$ cat src/rtl/vga_sync_module.sv
// 800x600@60 VGA timing generator: cascaded line/frame counters with registered sync, ready and pixel address decode.
// Define VGA_SYNC_ACTIVE_LOW_EN to drive HSYNC_Sig/VSYNC_Sig active-low.
module vga_sync_module #(
    parameter int H_SYNC   = 128,
    parameter int H_BACK   = 88,
    parameter int H_ACTIVE = 800,
    parameter int H_FRONT  = 40,
    parameter int V_SYNC   = 4,
    parameter int V_BACK   = 23,
    parameter int V_ACTIVE = 600,
    parameter int V_FRONT  = 1
) (
    input  logic        CLK,
    input  logic        RSTn,
    output logic        HSYNC_Sig,
    output logic        VSYNC_Sig,
    output logic        Ready_Sig,
    output logic [10:0] Column_Addr_Sig,
    output logic [10:0] Row_Addr_Sig
);

    localparam logic [10:0] H_LAST    = 11'(H_SYNC + H_BACK + H_ACTIVE + H_FRONT - 1);
    localparam logic [10:0] V_LAST    = 11'(V_SYNC + V_BACK + V_ACTIVE + V_FRONT - 1);
    localparam logic [10:0] H_SYNC_W  = 11'(H_SYNC);
    localparam logic [10:0] V_SYNC_W  = 11'(V_SYNC);
    localparam logic [10:0] H_START   = 11'(H_SYNC + H_BACK);
    localparam logic [10:0] H_END     = 11'(H_SYNC + H_BACK + H_ACTIVE);
    localparam logic [10:0] V_START   = 11'(V_SYNC + V_BACK);
    localparam logic [10:0] V_END     = 11'(V_SYNC + V_BACK + V_ACTIVE);

`ifdef VGA_SYNC_ACTIVE_LOW_EN
    localparam logic SYNC_IDLE = 1'b1;
`else
    localparam logic SYNC_IDLE = 1'b0;
`endif

    logic [10:0] h_cnt;
    logic [10:0] v_cnt;
    logic        h_end;
    logic        v_end;
    logic        hsync_on;
    logic        vsync_on;
    logic        ready_c;

    assign h_end    = (h_cnt == H_LAST);
    assign v_end    = (v_cnt == V_LAST);
    assign hsync_on = (h_cnt < H_SYNC_W);
    assign vsync_on = (v_cnt < V_SYNC_W);
    assign ready_c  = (h_cnt >= H_START) && (h_cnt < H_END) &&
                      (v_cnt >= V_START) && (v_cnt < V_END);

    // The frame counter only advances on the last pixel of each line.
    always_ff @(posedge CLK or negedge RSTn) begin
        if (!RSTn) begin
            h_cnt <= '0;
            v_cnt <= '0;
        end else begin
            h_cnt <= h_end ? 11'd0 : h_cnt + 11'd1;
            if (h_end) begin
                v_cnt <= v_end ? 11'd0 : v_cnt + 11'd1;
            end
        end
    end

    // Every output shares one register stage so sync, ready and addresses stay aligned.
    always_ff @(posedge CLK or negedge RSTn) begin
        if (!RSTn) begin
            HSYNC_Sig       <= SYNC_IDLE;
            VSYNC_Sig       <= SYNC_IDLE;
            Ready_Sig       <= 1'b0;
            Column_Addr_Sig <= '0;
            Row_Addr_Sig    <= '0;
        end else begin
            HSYNC_Sig       <= hsync_on ^ SYNC_IDLE;
            VSYNC_Sig       <= vsync_on ^ SYNC_IDLE;
            Ready_Sig       <= ready_c;
            Column_Addr_Sig <= ready_c ? (h_cnt - H_START) : 11'd0;
            Row_Addr_Sig    <= ready_c ? (v_cnt - V_START) : 11'd0;
        end
    end

endmodule

$ cat config.mk
export PLATFORM = sky130hd
export DESIGN_NAME = vga_sync_module
export DESIGN_NICKNAME = d
export VERILOG_FILES = /design/src/rtl/vga_sync_module.sv
export SDC_FILE = /design/constraint.sdc
export NUM_CORES = 1
export LEC_CHECK = 0
export CORE_MARGIN = 1
export CORE_UTILIZATION = 59
export CTS_CLUSTER_SIZE = 14
export DETAILED_ROUTE_END_ITERATION = 10
export GPL_TIMING_DRIVEN = 0
export HOLD_SLACK_MARGIN = 0.05
export PLACE_DENSITY_LB_ADDON = 0.08
export RECOVER_POWER = 25
export SYNTH_ARGS = -nofsm -noshare
export SYNTH_HDL_FRONTEND = slang
export SYNTH_SLANG_ARGS = --single-unit
$ cat constraint.sdc
create_clock -name CLK -period 5.6 [get_ports CLK]
set_input_delay 0.56 -clock CLK [delete_from_list [all_inputs] [get_ports CLK]]
set_output_delay 0.56 -clock CLK [all_outputs]
set_load 0.02 [all_outputs]
=== After elaboration in Yosys (flattened, before gate mapping) ===
Cells that the tools add are included.

* Add/sub/neg operators: 4
* Order comparisons: 6
* Equal/unequal tests: 2
* Muxes and demuxes: 4
* Reduce and logical (&&, ||, !) cells: 3

{| class="wikitable"
|+ Operators with widths
! operator !! number
|-
| two-way mux 11 bit || 4
|-
| adder 11 x 1 -> 11 bit (second input constant) || 2
|-
| less-than comparator 11 x 10 -> 1 bit (second input constant) || 2
|-
| == test 11 x 10 -> 1 bit (second input constant) || 1
|-
| == test 11 bit (second input constant) || 1
|-
| greater-or-equal comparator 11 x 5 -> 1 bit (second input constant) || 1
|-
| greater-or-equal comparator 11 x 8 -> 1 bit (second input constant) || 1
|-
| less-than comparator 11 x 3 -> 1 bit (second input constant) || 1
|-
| less-than comparator 11 x 8 -> 1 bit (second input constant) || 1
|-
| subtractor 11 x 5 -> 11 bit (second input constant) || 1
|-
| subtractor 11 x 8 -> 11 bit (second input constant) || 1
|-
| logical AND 1 bit || 3
|}

* Bits in registers: 47
* Input bits: 2
* Output and inout port bits: 25
* Word-level logic and storage cells: 26

=== Longest topological paths before layout ===
* Depth after elaboration: 5
* Mapped depth: 7
* Depth with buffers taken out: 5

=== Worst setup path after synthesis ===
Ideal clock, no wire load.

* Path type: register to register
* Start point: register v_cnt[7]
* End point: register Row_Addr_Sig[6]
* Library setup time: 136 ps
* Arrival: 1799 ps
* Required time: 5464 ps
* Path slack: 3665 ps
* Stages on the path, launching flop included: 7
* Buffers on the path: 2
* Clock period less this slack: 1935 ps
* Cell sequence: dfrtp_1 -> buf_6 -> or4_4 -> or3_4 -> o211ai_4 -> buf_6 -> nor3_1

* Word-level cells in the longest chain between the ends: 4
* Elaborated cells on any way between the ends: 5
* Those cells by class: order compare (2); mux (1); reduce/logical (2)

{| class="wikitable"
|+ RTL lines
! element !! RTL line !! text
|-
| start, declared || 38 || <nowiki>logic [10:0] v_cnt;</nowiki>
|-
| start signal, assigned || 60 || <nowiki>v_cnt <= v_end ? 11'd0 : v_cnt + 11'd1;</nowiki>
|-
| greater-or-equal comparator 11 x 5 -> 1 bit || 50 || <nowiki>(v_cnt >= V_START) && (v_cnt < V_END);</nowiki>
|-
| logical AND 1 bit || 49 || <nowiki>assign ready_c = (h_cnt >= H_START) && (h_cnt < H_END) &&</nowiki>
|-
| logical AND 1 bit * || 50 ||
|-
| two-way mux 11 bit * || 78 || <nowiki>Row_Addr_Sig <= ready_c ? (v_cnt - V_START) : 11'd0;</nowiki>
|-
| end signal, assigned || 78 ||
|-
| end, declared || 19 || <nowiki>output logic [10:0] Row_Addr_Sig</nowiki>
|}

Every way passes the cells marked *; elsewhere a longest branch is shown, timed or not.
A chain may end at the register's enable or synchronous reset.

==> qor.csv <==
metric,value,unit
max-cap viol count,1,
CTS Root Cell,clkbuf_8,
RSZ-0062 raised after global routing,false,
DP Cell Count,303,
CP Depth,2,
flop2flop setup slack,3.38,ns
Crit path required time,5.74,ns
CP cell instances,clkbuf_1 > clkbuf_1,
Setup crit start,RSTn,
end of the critical path,Row_Addr_Sig[10],
die area,4120,um^2
"FF+latch count, synth",47,
dpl cell area,2620,um^2
Clock Path Buffers,2,
Post-synth top flop,dfrtp_1,
H-tree levels,2,
critical path class,input pin to asynchronous set/reset pin,
1st-pass router iterations,4,
Clock Sinks,47,
post-CTS setup buffers,0,
fraction of registers with async set/reset,100,%
vias,1708,
vias in the first global route,1581,
Worst setup EP type,asynchronous set/reset pin,
Startpoint Class,input pin,
ant diodes,0,
design area,2700,um^2
Hold Buf Count CTS,0,
Die Wd,64.2,um
Slew Limit Fails,32,
r2r endpoint,Row_Addr_Sig[1],
Core ar.,3690,um^2
final setup fails,0,
"Buf+Inv Stages, Crit Path",2,
global-route wire length before repair,7.39,mm
Initial Util,61.8,%
drt first-iter violations,67,
initial antenna violation count,0,
Die H,64.2,um
Worst R2R Start,v_cnt[5],
# rows,22,
post-synth cell types,34,
Antenna Nets Post-Route,0,
Post-DP HPWL,3.04,mm
Mapped Area,2280,um^2
Crit-path slowest cell,clkbuf_1,
WL/cell,13.4,um
final net count,268,
Synth Area per Inst,10.0,um^2
Peak supply drop,0.134,mV
sequential cell area fraction in the yosys report,51.6,%
Post-Synthesis Net Count,234,
FMAX,443,MHz
Synth top area share,51.6,%
maximum single-stage delay on the critical path,1.17,ns
gp weighted congestion,0.872,
largest area contributor in the netlist,dfrtp_1,
"EDFF count, synth",0,
part of the cycle the worst path needs,40.3,%
"most common cell after layout, fill and taps aside",dfrtp_1,
I/O pin count,27,
status,"complete, but fails checks",
largest net degree at the start of global routing,32,
post-route insts no fill,311,
worst hold path class,input pin to asynchronous set/reset pin,
Setup Skew,0.00716,ns
GRT Total Usage,23.7,%
Pleak,1.22,nW
failing checks,"max-capacitance violations, max-slew violations",
Yosys warning count,0,
Syn Inst Count,228,
Worst EP arrival,2.40,ns
Crit path top cell by count,clkbuf_1,
Rel. slew slack,-1.34,%
CTS buffer count,5,
post-CTS sizing,0,
Skew-Pair Late Insertion Delay,0.30,ns
worst-path maximum fanout,31,
CTS tree,done,
final core utilization,73.1,%
top area cells in the synthesized netlist,"dfrtp_1 52%, xor2_1 5.8%, nor3_1 4.4%, xnor2_1 4.2%, nand2_1 3.1%",
Fin. Hold Viols,0,
layout cells sized above 1,6.46,%
GRT Residual Overflow,0,
Layout area overhead,18.3,%
Final Routed Wirelength,4.16,mm
Port Buffers,26,
"Reg clk slew, reported paths",0.08,ns
worst-case reg-to-reg path depth,6,
most frequent cells in the layout,"47 x dfrtp_1, 25 x clkdlybuf4s50_1, 20 x nor3_1",
Vias/cell,5.49,
power density over the cells,206,nW/um^2
family with the most delay on the worst path,buffers and inverters,
Tmin final,2.26,ns
Worst Tran Pin Value,1.52,ns
DRC violations left,0,
setup TNS,0,ns
Yosys cell counts, types with 2 or more instances:
library cell / n
buf_6: 3
nor3_1: 20
nand3_1: 11
ha_1: 4
nand2_1: 19
and3_1: 2
nand4_1: 7
xor2_1: 15
nor4bb_1: 2
a21oi_1: 8
dfrtp_1: 47
clkbuf_1: 12
buf_2: 2
nor4_1: 4
inv_1: 7
or3_1: 2
nand2b_1: 2
mux2i_1: 3
nor2_1: 19
xnor2_1: 11
and4_1: 5
o21ai_0: 9
and2_1: 3
state kept, by name, indices dropped and copies added (netlist names):
name,count
Column_Addr_Sig,11
HSYNC_Sig,1
VSYNC_Sig,1
Ready_Sig,1
Row_Addr_Sig,11
h_cnt,11
v_cnt,11
area by class of cell:
class / instances / area (um^2)
flip-flops and latches: 47 / 1180
fillers: 302 / 991
clock inverters: 2 / 16.3
repair buffers: 27 / 258
clock buffers: 6 / 82.6
multi-input cells: 157 / 990
inverters: 7 / 26.3
well taps: 48 / 60.1
plain buffers: 17 / 88.8
per-stage QoR:
step | setup slack [ns] | hold WS (ns) | power [mW]
after floorplan | 3.66 | 0.264 | 0.346
after global placement | 2.78 | 0.506 | 0.353
after detailed placement | 3.41 | 0.514 | 0.354
after CTS | 3.38 | 0.191 | 0.563
after global routing | 2.78 | 0.452 | 0.581
final | 3.34 | 0.362 | 0.556
how the worst min path moves through the flow:
| stage | to | slack (ns) | cells after the start |
|---|---|---|---|
| after floorplan | Column_Addr_Sig[0] | 0.26 | 0 |
| after global placement | h_cnt[0] | 0.51 | 1 |
| after detailed placement | h_cnt[0] | 0.51 | 1 |
| after CTS | HSYNC_Sig | 0.19 | 1 |
| after global routing | Row_Addr_Sig[1] | 0.45 | 1 |
| final | v_cnt[1] | 0.36 | 1 |
report_power, final:
part | total [mW] | internal [mW] | switching (mW)
combinational | 0.00638 | 0.000276 | 0.00610
sequential | 0.339 | 0.339 | 0
clock | 0.211 | 0.101 | 0.110
total | 0.556 | 0.440 | 0.116
layer usage:
metal	global-route usage (%)	routed length (um)	vias to the layer above	part of all wire [%]
met2	34.7	1890	56	45
li1	-	-	844	-
met5	0	0	-	0
met3	6.43	228	5	5.5
met1	34.9	2020	803	49
met4	6.39	26	0	0.62
kinds of logic (layout without fill, tap and decap cells):
logic type                 Yosys count  count (layout)  synth area share, %
and+or+nand+nor                     99              99                 22.7
DFF                                 47              47                 51.6
xor gates and xnor gates            26              26                 9.98
AOI/OAI and AO/OA                   25              25                 7.24
buffers and inverters               24              59                 5.05
adders and majority gates            4               4                 2.19
muxes                                3               3                 1.32
Power figures use the tool's default switching activity.
